==> config.mk <==
export PLATFORM = sky130hd
export DESIGN_NAME = bcd_to_binary
export DESIGN_NICKNAME = d
export VERILOG_FILES = /design/src/rtl/bcd_to_binary.sv
export SDC_FILE = /design/constraint.sdc
export NUM_CORES = 1
export LEC_CHECK = 0
export CORE_ASPECT_RATIO = 1.1
export CORE_MARGIN = 4
export CORE_UTILIZATION = 55
export DETAILED_ROUTE_END_ITERATION = 6
export HOLD_SLACK_MARGIN = 0.05
export PLACE_DENSITY = 0.89
export REMOVE_ABC_BUFFERS = 1
export SKIP_LAST_GASP = 1
export SYNTH_ARGS = -nofsm -noshare
export SYNTH_HDL_FRONTEND = slang
export SYNTH_SLANG_ARGS = --single-unit
==> constraint.sdc <==
create_clock -name clk -period 2.9 [get_ports clk]
set_input_delay 0.58 -clock clk [delete_from_list [all_inputs] [get_ports clk]]
set_output_delay 0.58 -clock clk [all_outputs]
set_load 0.02 [all_outputs]
==> src/rtl/bcd_to_binary.sv <==
// bcd_to_binary: multi-cycle packed-BCD to binary converter (reverse double-dabble).
//
// Parameters
//   DIGITS : number of packed BCD digits on bcd (MS digit in the top nibble)
//   BIN_W  : binary result width; the instantiator must ensure 2**BIN_W > 10**DIGITS - 1
//
// Ports
//   clk    : clock, all state changes on the rising edge
//   rst_n  : asynchronous active-low reset
//   start  : conversion request, accepted only when busy is low (IDLE or DONE)
//   bcd    : packed BCD input, captured when start is accepted
//   bin    : registered binary result, held until the next accepted start
//   busy   : high while a conversion is in progress (CHECK and SHIFT)
//   done   : one-cycle pulse marking bin/error valid
//   error  : captured input held a digit > 9; held until the next accepted start
//
// Sequence: accept -> CHECK (1 cycle) -> SHIFT (BIN_W cycles) -> DONE (1 cycle) -> IDLE.
// An invalid digit short-cuts CHECK straight to DONE with bin = 0 and error = 1.
module bcd_to_binary #(
  parameter int unsigned DIGITS = 3,
  parameter int unsigned BIN_W  = 10
) (
  input  logic                  clk,
  input  logic                  rst_n,
  input  logic                  start,
  input  logic [4*DIGITS-1:0]   bcd,
  output logic [BIN_W-1:0]      bin,
  output logic                  busy,
  output logic                  done,
  output logic                  error
);

  localparam int unsigned BcdW = 4 * DIGITS;
  localparam int unsigned CntW = $clog2(BIN_W + 1);
  localparam logic [CntW-1:0] LastIter = CntW'(BIN_W - 1);

  typedef enum logic [1:0] {
    StIdle,
    StCheck,
    StShift,
    StDone
  } state_e;

  state_e            state_q;
  logic [BcdW-1:0]   bcd_q;
  logic [BIN_W-1:0]  bin_q;
  logic [CntW-1:0]   cnt_q;
  logic              busy_q;
  logic              done_q;
  logic              error_q;

  logic              bad_digit;
  logic [BcdW-1:0]   sh_bcd;
  logic [BIN_W-1:0]  sh_bin;
  logic [BcdW-1:0]   adj_bcd;
  logic              accept;

  // Any captured nibble above 9 makes the input invalid.
  always_comb begin
    bad_digit = 1'b0;
    for (int d = 0; d < int'(DIGITS); d++) begin
      if (bcd_q[4*d +: 4] > 4'd9) begin
        bad_digit = 1'b1;
      end
    end
  end

  // One reverse double-dabble iteration: shift {bcd, bin} right, then pull every
  // digit that is >= 8 back by 3 so the next halving stays a valid BCD digit.
  always_comb begin
    {sh_bcd, sh_bin} = {bcd_q, bin_q} >> 1;
    adj_bcd          = sh_bcd;
    for (int d = 0; d < int'(DIGITS); d++) begin
      if (sh_bcd[4*d +: 4] >= 4'd8) begin
        adj_bcd[4*d +: 4] = sh_bcd[4*d +: 4] - 4'd3;
      end
    end
  end

  assign accept = start && ((state_q == StIdle) || (state_q == StDone));

  always_ff @(posedge clk or negedge rst_n) begin
    if (!rst_n) begin
      state_q <= StIdle;
      bcd_q   <= '0;
      bin_q   <= '0;
      cnt_q   <= '0;
      busy_q  <= 1'b0;
      done_q  <= 1'b0;
      error_q <= 1'b0;
    end else if (accept) begin
      state_q <= StCheck;
      bcd_q   <= bcd;
      bin_q   <= '0;
      error_q <= 1'b0;
      busy_q  <= 1'b1;
      done_q  <= 1'b0;
    end else begin
      unique case (state_q)
        StIdle: begin
          busy_q <= 1'b0;
          done_q <= 1'b0;
        end
        StCheck: begin
          if (bad_digit) begin
            error_q <= 1'b1;
            bin_q   <= '0;
            state_q <= StDone;
            busy_q  <= 1'b0;
            done_q  <= 1'b1;
          end else begin
            cnt_q   <= '0;
            state_q <= StShift;
          end
        end
        StShift: begin
          bcd_q <= adj_bcd;
          bin_q <= sh_bin;
          cnt_q <= cnt_q + 1'b1;
          if (cnt_q == LastIter) begin
            state_q <= StDone;
            busy_q  <= 1'b0;
            done_q  <= 1'b1;
          end
        end
        StDone: begin
          state_q <= StIdle;
          done_q  <= 1'b0;
        end
        default: begin
          state_q <= StIdle;
          busy_q  <= 1'b0;
          done_q  <= 1'b0;
        end
      endcase
    end
  end

  assign bin   = bin_q;
  assign busy  = busy_q;
  assign done  = done_q;
  assign error = error_q;

endmodule

Word-level counts from Yosys, hierarchy flattened --
Index checks and enable logic that the tools add are counted.
Cells by class: eq/ne operators 7, mux-type cells 27, add/sub/neg operators 4, reduce and logical (&&, ||, !) cells 17, magnitude comparators 6, bitwise logic cells 1
Operators by type and width (number):
- $mux W12 | 2
- $mux W10 | 2
- $pmux W10 S2 | 1
- $mux W4 | 4
- $gt A4 B4 Y1 const B | 3
- $mux W1 | 12
- $ge A4 B4 Y1 const B | 2
- $pmux W4 S2 | 1
- $reduce_and A2 Y1 | 4
- $reduce_bool A2 Y1 | 4
- $reduce_bool A4 Y1 | 2
- $sub A4 B2 Y4 const B | 2
- $ne A3 B3 Y1 const B | 2
- $pmux W1 S3 | 2
- $pmux W2 S3 | 1
- $reduce_and A3 Y1 | 2
- $add A4 B1 Y4 const B | 1
- $eq A2 B2 Y1 const B | 2
- $eq A4 B4 Y1 const B | 1
- $ge A3 B4 Y1 const B | 1
- $mux W2 | 2
- $sub A3 B2 Y4 const B | 1
- $reduce_bool A3 Y1 | 1
- $eq A2 B1 Y1 const B | 1
- other kinds (6) | 6
Storage, ports and cells: register bits after elaboration 31, input port bits 15, output and inout port bits 13, word-level logic and storage cells 69

Logic depth before layout (Yosys ltp) --
depth in word-level cells 7, depth in mapped cells 7, depth with buffers taken out 6

Worst setup path before layout --
No wires, ideal clock.
kind reg2reg, from register state_q[0], to register bin_q[0] (netlist: bin[0]), path slack 1232 ps, arrival time 1547 ps, data required time 2779 ps, path buffers 1, period minus slack after synthesis 1668 ps, library setup time 121 ps, cell stages (with the launch flop) 7, path through dfrtp_1 -> inv_1 -> ha_1 -> nand2b_1 -> and3_1 -> buf_6 -> a22o_1
On the way: cells in the longest elaborated chain, start to end 5, elaborated cells on any way between the ends 11, those cells by class eq/ne (4); mux (2); reduce/logical (5)
Ends and longest elaborated chain:
- start, declared | RTL line 44 | state_e state_q;
- start signal, assigned | RTL line 84 | state_q <= StIdle;
- start signal, assigned | RTL line 92 | state_q <= StCheck;
- start signal, assigned | RTL line 108 | state_q <= StDone;
- $eq A2 B2 Y1 / $logic_not A2 Y1 (equally long branches) | RTL line 80 | assign accept = start && ((state_q == StIdle) || (state_q == StDone));
- $logic_or A1 B1 Y1 | RTL line 80
- $logic_and A1 B1 Y1 | RTL line 80
- $ne A3 B3 Y1 (no line) / $reduce_bool A3 Y1 (equally long branches)
- $reduce_and A2 Y1 (no line)
- end signal, assigned | RTL line 118 | bin_q <= sh_bin;
- end, declared | RTL line 46 | logic [BIN_W-1:0] bin_q;
Several ways; a longest one is shown, not always the timed one. A chain may end at the register's enable or synchronous reset.

Worst setup path after layout --
from register bin_q[7] (netlist: bin[7]), to output port bin[7]
RTL lines:
- end, declared | RTL line 27 | output logic [BIN_W-1:0] bin,
No word-level cell between the ends.

==> run_results.csv <==
group,metric,value,unit
layout,drive_gt1_frac,0.0923,
worst_setup_path,crit_family,"buffers and inverters",
clock_tree,cts_buffer_depth,2,
global_route,grt_pass1_wl,5680,um
floorplanning,die_area,4010,um^2
yosys,yosys.area.top_type,"dfrtp_1",
yosys,synth-edff-count,0,
global_route,grt_pass1_vias,1331,
floorplanning,core-area,2850,um^2
placement,io_buffers,27,
yosys,avgSynthCellArea,10.2,um^2
yosys,synthAdderAreaFrac,0.0743,
clock_tree,post_cts_buffers,0,
yosys,yosysTopAreaCellShare,0.461,
global_route,grt_usage,0.189,
yosys,synthSimpleGateAreaFrac,0.154,
floorplanning,row_count,20,
drt,drt-initial-drc-count,31,
timing,fmax,516,MHz
clock_tree,cts_tree,"done",
power_and_ir_drop,p_sw_frac,0.442,
drt,drt_pass1_iterations,4,
clock_tree,post_cts_resized,0,
power_and_ir_drop,pwr-share-comb,0.494,
clock_tree,clk_pin_slew,0.10,ns
timing,hold_viol_final,0,
yosys,ys_async_sr_fraction,1.00,
timing,final.period_utilization,0.668,
floorplanning,start_util,0.590,
power_and_ir_drop,leakage,0.000884,uW
drt,wl_per_cell,14.1,um
floorplanning,dieWidth,60.8,um
layout,num_antenna_cells,0,
timing,relSlewSlack,0.738,
drt,dr_total_vias,1305,
clock_tree,numCtsBuffers,5,
yosys,synth_compound_area_frac,0.215,
power_and_ir_drop,p_per_area,987,nW/um^2
power_and_ir_drop,internal_power,1120,uW
yosys,ys_seq_elements,31,
global_route,antenna_found_initial,0,
yosys,synth_warnings,0,
timing,hold_ws,0.502,ns
worst_setup_path,end_kind,"output port",
worst_setup_path,crit_slowest_cell,"clkdlybuf4s50_1",
yosys,synthMuxAreaShare,0.0297,
outcome,outcome,"complete, no violations",
timing,tns,0,ns
clock_tree,h-tree-depth,2,
layout,fin_nets,220,
worst_setup_path,critPathMaxStageDelay,0.62,ns
drt,drc,0,
power_and_ir_drop,seqPwrFrac,0.376,
clock_tree,cts_root_buf,"clkbuf_4",
layout,fin_cells,228,
yosys,synth_top_flop_cell,"dfrtp_1",
global_route,grt_remaining_overflow,0,
flow_run,drv_cap,0,
worst_setup_path,crit_fanout,3,
worst_setup_path,start_kind,"flip-flop",
power_and_ir_drop,max-vdd-ir-drop,0.552,mV
yosys,synth-xor-area-share,0.0208,
floorplanning,die_y,66.0,um
yosys,synth_seq_area_share,0.461,
power_and_ir_drop,pwr-share-clk,0.130,
timing,worst_pin_slew,0.393,ns
clock_tree,holdBufCountCts,0,
yosys,synthesis.area,1680,um^2
yosys,yosysUniqueCellTypes,37,
clock_tree,clock_latency,0.34,ns
hold_path,hold_path_class,"flip-flop to flip-flop",
timing,rsz0062_at_grt,"no",
drt,finalWirelength,3220,um
clock_tree,clock-sinks,31,
placement,dpl.hpwl,2330,um
layout,nFillCells,222,
worst_setup_path,crit_buf_inv,1,
placement,place.gp.congestion,0.763,
timing,min_period,1.94,ns
timing,finClkSkew,0.00709,ns
drt,viasPerCell,5.72,
yosys,synth.most_common_cell,"dfrtp_1",
drt,antenna_left,0,
timing,setup_viol,0,
power_and_ir_drop,power_switching,887,uW
yosys,synth_top_family_by_area,"compound AO/OA/AOI/OAI gates",
yosys,netlist_instances,165,
global_route,grt_max_degree,32,
placement,dp.cells,221,
worst_setup_path,cp.required,2.32,ns
worst_setup_path,crit_chain,"clkdlybuf4s50_1",
layout,area_delta_synth_final,20.6,%
floorplanning,io_pins,28,
timing,drv_slew,0,
yosys,yosys-top-cells-area,"dfrtp_1 (46%), ha_1 (7.4%), a22o_1 (5.2%), nand2_1 (5.1%), o21ai_0 (5.1%)",
worst_setup_path,path_class,"flip-flop to output port",
worst_setup_path,arrival,1.36,ns
yosys,synthTopCellsByCount,"dfrtp_1 (31), nand2_1 (23), o21ai_0 (17), a22o_1 (10), ha_1 (10)",
power_and_ir_drop,finalPower,2000,uW
==> worst register-to-register path: stages, from the launching register on <==
cell	delay, ns
dfrtp_1	0.45
inv_1	0.10
ha_1	0.43
nand2b_1	0.26
and3_1	0.38
a22o_1	0.19
==> power groups by stage <==
stage               Combinational (uW)  Sequential [uW]  Clock, uW
finish                             991              753        261
global route                      1120              777        287
CTS                                997              752        267
global placement                   949              743          0
detailed placement                 992              759          0
floorplan                          707              756          0
==> final timing paths <==
check / to / start / slack (ns) / cells past startpoint
min in group asynchronous: bin[7] / rst_n / 0.63 / 2
worst min-delay path: busy / busy / 0.50 / 1
worst max-delay path: bin[7] / bin[7] / 0.96 / 1
max in group asynchronous: done / rst_n / 1.98 / 2
worst min register to register: busy / busy / 0.50 / 1
worst max register to register: bin[8] / state_q[1] / 1.04 / 5
==> registers in the layout, summed over array words and instances, names as in the netlist <==
signal / flops
bin: 10
bcd_q: 12
busy: 1
state_q: 2
error: 1
cnt_q: 4
done: 1
==> per-stage QoR <==
step                setup slack [ns]  cell area [um^2]  utilization
detailed placement             0.899              1970        0.692
CTS                            0.939              2030        0.712
global placement               0.931              1970        0.692
finish                         0.963              2030        0.712
floorplan                      0.655              1640            -
global route                   0.896              2030        0.712
==> metal layers <==
metal	vias up	wire (um)	track usage
li1	648	-	-
met1	611	1370	0.204
met2	38	1600	0.330
met3	8	189	0.0488
met4	0	68	0.0949
met5	-	0	0
==> cell families after synthesis <==
group / count (synthesis)
and+or+nand+nor: 51
AOI/OAI and AO/OA: 48
DFF: 31
buffers and inverters: 16
adders and majority gates: 10
muxes: 5
xor gates and xnor gates: 4
==> cell usage in the layout (no fill, tap or decap), drive strengths merged, types with 2 or more instances in the layout <==
| cell | instances |
|---|---|
| clkdlybuf4s50 | 27 |
| dfrtp | 31 |
| o211ai | 5 |
| or2 | 2 |
| nand3b | 3 |
| nor2 | 3 |
| nand3 | 6 |
| inv | 9 |
| nand2b | 5 |
| mux2i | 5 |
| o31ai | 2 |
| a31oi | 4 |
| and3 | 2 |
| ha | 10 |
| clkbuf | 6 |
| o21ai | 20 |
| nor2b | 3 |
| xnor2 | 4 |
| buf | 3 |
| a22o | 10 |
| nand2 | 23 |
| a21oi | 4 |
==> cell type report <==
| type | count | area (um^2) | area share |
|---|---|---|---|
| Multi-Input combinational cell | 118 | 831 | 0.409 |
| Tap cell | 33 | 41.3 | 0.0203 |
| Clock buffer | 6 | 51.3 | 0.0253 |
| Timing Repair Buffer | 30 | 293 | 0.144 |
| Inverter | 9 | 33.8 | 0.0166 |
| Clock inverter | 1 | 5.00 | 0.00246 |
| Sequential cell | 31 | 776 | 0.382 |
Power figures use the tool's default switching activity.
